**src/rtl/regfile_wb_arbiter.sv**
```systemverilog
// Round-robin arbiter for the register file's single write port, with a registered
// write stage and a pending-destination scoreboard used by decode for hazard stalls.
module regfile_wb_arbiter #(
  parameter int XLEN  = 32,
  parameter int NREGS = 32
) (
  input  logic            clk,
  input  logic            rst,
  input  logic [1:0]      req_valid,
  output logic [1:0]      req_ready,
  input  logic [4:0]      req0_rd,
  input  logic [XLEN-1:0] req0_data,
  input  logic [4:0]      req1_rd,
  input  logic [XLEN-1:0] req1_data,
  input  logic            alloc_valid,
  input  logic [4:0]      alloc_rd,
  output logic            alloc_ready,
  input  logic [4:0]      rs1,
  input  logic [4:0]      rs2,
  output logic            rs1_busy,
  output logic            rs2_busy,
  input  logic            flush,
  output logic            wr_en,
  output logic [4:0]      wr_rd,
  output logic [XLEN-1:0] wr_data
);

  localparam logic [NREGS-1:0] BIT0 = {{(NREGS-1){1'b0}}, 1'b1};

  logic [1:0]       grant_s;
  logic             xfer_s;
  logic [4:0]       sel_rd_s;
  logic [XLEN-1:0]  sel_data_s;
  logic             last_grant_r;
  logic [NREGS-1:0] busy_r;
  logic [NREGS-1:0] busy_nxt_s;
  logic [NREGS-1:0] set_mask_s;
  logic [NREGS-1:0] clr_mask_s;
  logic             alloc_fire_s;

  // Grant selection: a lone requester wins; on a tie the one not granted last wins.
  always_comb begin
    grant_s = 2'b00;
    if (flush) begin
      grant_s = 2'b00;
    end else begin
      case (req_valid)
        2'b01:   grant_s = 2'b01;
        2'b10:   grant_s = 2'b10;
        2'b11:   grant_s = last_grant_r ? 2'b01 : 2'b10;
        default: grant_s = 2'b00;
      endcase
    end
  end

  assign req_ready = grant_s;
  assign xfer_s    = |(req_valid & grant_s);

  // Mux the granted requester's destination and data toward the output stage.
  always_comb begin
    sel_rd_s   = req0_rd;
    sel_data_s = req0_data;
    if (grant_s[1]) begin
      sel_rd_s   = req1_rd;
      sel_data_s = req1_data;
    end else begin
      sel_rd_s   = req0_rd;
      sel_data_s = req0_data;
    end
  end

  // Priority pointer: remembers the requester of the most recent transfer.
  always_ff @(posedge clk or negedge rst) begin
    if (!rst) begin
      last_grant_r <= 1'b1;
    end else if (xfer_s) begin
      last_grant_r <= grant_s[1];
    end else begin
      last_grant_r <= last_grant_r;
    end
  end

  // Registered write port; an x0 transfer updates rd/data but never raises wr_en.
  always_ff @(posedge clk or negedge rst) begin
    if (!rst) begin
      wr_en   <= 1'b0;
      wr_rd   <= 5'd0;
      wr_data <= {XLEN{1'b0}};
    end else if (xfer_s) begin
      wr_en   <= (sel_rd_s != 5'd0);
      wr_rd   <= sel_rd_s;
      wr_data <= sel_data_s;
    end else begin
      wr_en   <= 1'b0;
      wr_rd   <= wr_rd;
      wr_data <= wr_data;
    end
  end

  // Only one outstanding writer per register, so a flop vector is enough.
  assign alloc_ready  = ~busy_r[alloc_rd] | (alloc_rd == 5'd0);
  assign alloc_fire_s = alloc_valid & alloc_ready & ~flush & (alloc_rd != 5'd0);
  assign set_mask_s   = alloc_fire_s ? (BIT0 << alloc_rd) : {NREGS{1'b0}};
  assign clr_mask_s   = wr_en ? (BIT0 << wr_rd) : {NREGS{1'b0}};

  // Set is applied after clear so a same-index allocation survives its predecessor's write.
  always_comb begin
    busy_nxt_s = busy_r;
    if (flush) begin
      busy_nxt_s = {NREGS{1'b0}};
    end else begin
      busy_nxt_s = (busy_r & ~clr_mask_s) | set_mask_s;
    end
  end

  // Scoreboard state register.
  always_ff @(posedge clk or negedge rst) begin
    if (!rst) begin
      busy_r <= {NREGS{1'b0}};
    end else begin
      busy_r <= busy_nxt_s;
    end
  end

  assign rs1_busy = (rs1 != 5'd0) & busy_r[rs1];
  assign rs2_busy = (rs2 != 5'd0) & busy_r[rs2];

endmodule

```
**config.mk**
```make
export PLATFORM = sky130hd
export DESIGN_NAME = regfile_wb_arbiter
export DESIGN_NICKNAME = d
export VERILOG_FILES = /design/src/rtl/regfile_wb_arbiter.sv
export SDC_FILE = /design/constraint.sdc
export NUM_CORES = 1
export LEC_CHECK = 0
export CAP_MARGIN = 20
export CORE_AREA = 2 2 102 104
export CTS_CLUSTER_SIZE = 16
export DETAILED_ROUTE_END_ITERATION = 8
export DIE_AREA = 0 0 104 106
export PLACE_DENSITY = 0.8
export RECOVER_POWER = 25
export SETUP_SLACK_MARGIN = 0.5
export SKIP_LAST_GASP = 1
export SYNTH_ARGS = -nofsm -noshare
export SYNTH_HDL_FRONTEND = slang
export SYNTH_SLANG_ARGS = --single-unit
```
**constraint.sdc**
```tcl
create_clock -name clk -period 2.1 [get_ports clk]
set_input_delay 0.315 -clock clk [delete_from_list [all_inputs] [get_ports clk]]
set_output_delay 0.315 -clock clk [all_outputs]
set_load 0.02 [all_outputs]
```
==> summary.md <==
| Metric | Value |
|---|---|
| Routed WL | 15900 µm |
| Setup violations, final | 3 |
| Cells after Synth | 431 |
| Worst EP required | 1.78 ns |
| Gr usage total | 27.1% |
| Core Area | 10000 µm² |
| Failing checks | max-capacitance violations, max-slew violations, negative setup slack |
| Top FF cell, synth | dfrtp_1 |
| Post-route ant nets | 0 |
| Die Ht | 106 µm |
| Number of synthesized register bits | 70 |
| Slack of the critical path | -0.414 ns |
| First-pass GRT wire length | 23500 µm |
| Pleak | 0.00295 µW |
| Final design utilization | 68.8% |
| Number of port buffers | 137 |
| Power Total | 3670 µW |
| Most numerous cell in the Yosys netlist | dfrtp_1 |
| CTS Buf Count | 9 |
| Final Cycle Share | 120% |
| Clk root buf | clkbuf_8 |
| R2R setup slack | 0.01 ns |
| Synth async-reset ratio | 100% |
| Global route overflow | 0 |
| CTS sink cnt | 70 |
| Final hold violation count | 0 |
| Peak supply drop | 0.000411 V |
| Synthesized area per cell | 9.51 µm² |
| Via count | 4617 |
| EDFF count, synth | 0 |
| Hold Buf Count CTS | 0 |
| Slew Viols, Final | 71 |
| Yosys top cell by area | dfrtp_1 |
| Std cell rows | 37 |
| I/O Pins | 138 |
| Wirelength per Cell | 20.6 µm |
| CTS tree | done |
| Maximum fanout along the worst path | 3 |
| H-tree levels | 3 |
| Initial antenna violation count | 0 |
| Antenna diodes | 0 |
| Worst Hold End | wr_data[26] |
| Post-route DRC violation count | 0 |
| Post-route insts no fill | 770 |
| Area growth syn-to-layout | 67.9% |
| # fillers | 756 |
| Worst-path clk slew | 0.07 ns |
| RR Endpoint | busy_r[30] |
| Post-synth top cells | 69 x dfrtp_1, 63 x nand2_1, 46 x nor2_1, 41 x o21ai_0, 34 x a21oi_1 |
| Iteration-0 DRC Markers | 359 |
| First-pass detailed-route iteration total | 6 |
| Starting Density | 41.0% |
| Register area share after synthesis | 42.8% |
| Unique masters post-synth | 43 |
| Reg2Reg Depth | 8 |
| Area share of the largest cell type after synthesis | 42.1% |
| Width of the die | 104 µm |
| Number of global-route vias before repair | 4613 |
| Post-Place Setup Slack | -1.02 ns |
| Min Tclk post-route | 2.51 ns |
| Final Net Count | 727 |
| CP Capture Type | output port |
| Hold depth | 2 |
| Detailed Place HPWL | 10500 µm |
| Die area | 11000 µm² |
| Transition time of the tightest slew-check pin | 1.77 ns |
| Routability cong. | 0.970 |
| Min-delay src | wr_data[26] |
| Deepest clock path buffer count | 2 |
| Largest net degree at the start of global routing | 71 |
| Max_cap viols | 1 |
| Pwr dens | 534 nW/µm² |
| FF-to-FF Start | busy_r[29] |
| Worst setup SP type | flip-flop |
| Crit path arrival time | 2.20 ns |
| Latest clock arrival within the worst-skew pair | 0.35 ns |
| Status | complete, but fails checks |
| Worst min path class | reg -> reg |
| Mapped cell area | 4100 µm² |
| Top post-synthesis cells by area | dfrtp_1 42%, mux4_2 12%, nand2_1 5.8% |
| Via density per instance | 6.00 |
| RSZ-0062 raised after global routing | yes |
| F_max | 398 MHz |
| Placed cells | 741 |
| Crit Path Class | reg -> out |
| Relative slew slack | -18.1% |
| Synth Net Count | 526 |
| Layout cell share with drive strength beyond 1 | 29.8% |
| Synth Warn # | 0 |
| Clock skew | 0.00848 ns |
## placed cells by master (no fill, tap or decap), types with 4 or more instances in the layout
| cell type | count |
|---|---|
| nor2b_1 | 4 |
| a21oi_1 | 33 |
| clkbuf_8 | 11 |
| mux2i_1 | 9 |
| o21ai_0 | 41 |
| nand3_1 | 16 |
| clkdlybuf4s50_1 | 83 |
| o311ai_0 | 4 |
| buf_4 | 61 |
| o211ai_1 | 13 |
| dfrtp_2 | 4 |
| o31ai_2 | 7 |
| mux2_2 | 4 |
| o31ai_4 | 16 |
| dlygate4sd2_1 | 46 |
| nor2_1 | 42 |
| nand2_1 | 63 |
| nand2b_1 | 5 |
| bufbuf_16 | 4 |
| buf_6 | 21 |
| mux4_2 | 22 |
| dfrtp_1 | 65 |
## final cells by class
| class | instances | area [µm²] | share of cell area [%] |
|---|---|---|---|
| multi-input combinational | 325 | 2610 | 38.0 |
| timing repair buffer | 223 | 2170 | 31.5 |
| sequential | 70 | 1760 | 25.6 |
| clock buffer | 12 | 155 | 2.26 |
| inverter | 3 | 11.3 | 0.164 |
| clock inverter | 1 | 7.51 | 0.109 |
| tap | 136 | 170 | 2.47 |
## worst max-delay path, stage by stage (launching register included)
cell and delay [ns]:
dfrtp_1 0.44, buf_4 0.17, mux4_2 0.50, o221ai_4 0.34, nand3_2 0.16, o31ai_4 0.09
buf_6 0.15
## worst max path at each step
| stage | startpoint | to | slack, ns | cells past startpoint |
|---|---|---|---|---|
| 2_1_floorplan | rs1[0] | rs1_busy | 0.11 | 4 |
| 3_5_place_dp | rs1[0] | rs1_busy | -1.02 | 6 |
| 4_1_cts | busy_r[12] | rs1_busy | -0.39 | 4 |
| 5_1_grt | busy_r[22] | alloc_ready | -0.45 | 6 |
| 6_report | busy_r[22] | alloc_ready | -0.41 | 6 |
| 3_3_place_gp | rs1[0] | rs1_busy | -0.95 | 6 |
## cells by family after synthesis
family	share of synthesized area, %
flops	42.8
simple gates	16.5
buf+inv	3.97
compound gates	20.9
mux	15.9
## report_power, final
| group | switching, µW | internal [µW] |
|---|---|---|
| sequential | 102 | 1470 |
| clock | 488 | 474 |
| combinational | 615 | 521 |
## repair_timing
item                       CTS  global route
pin swaps                    7            14
setup endpoints to repair   72            39
gates resized for setup    116            38
buffers inserted             5             6
cloned                       4             1
## sequential cells by signal (all words and copies together) (netlist names)
register      cells
wr_data          32
busy_r           31
wr_rd             5
last_grant_r      1
wr_en             1
## stage by stage
stage | hold WS [ns] | TNS [ns] | cell area, µm²
final | 0.477 | -1.18 | 6880
after global routing | 0.496 | -1.34 | 6880
after CTS | 0.00497 | -1.05 | 6610
after detailed placement | 0.385 | -9.26 | 6130
after global placement | 0.370 | -7.91 | 6130
after floorplan | 0.0194 | 0 | 4210
## routing by layer
metal / global-route usage [%] / vias up / share of wire, %
li1: - / 2003 / -
met1: 31.5 / 2228 / 35
met2: 48.1 / 317 / 51
met3: 7.42 / 69 / 9.1
met4: 10.0 / 0 / 5.0
met5: 0 / - / 0
(Power assumes the default switching activity.)
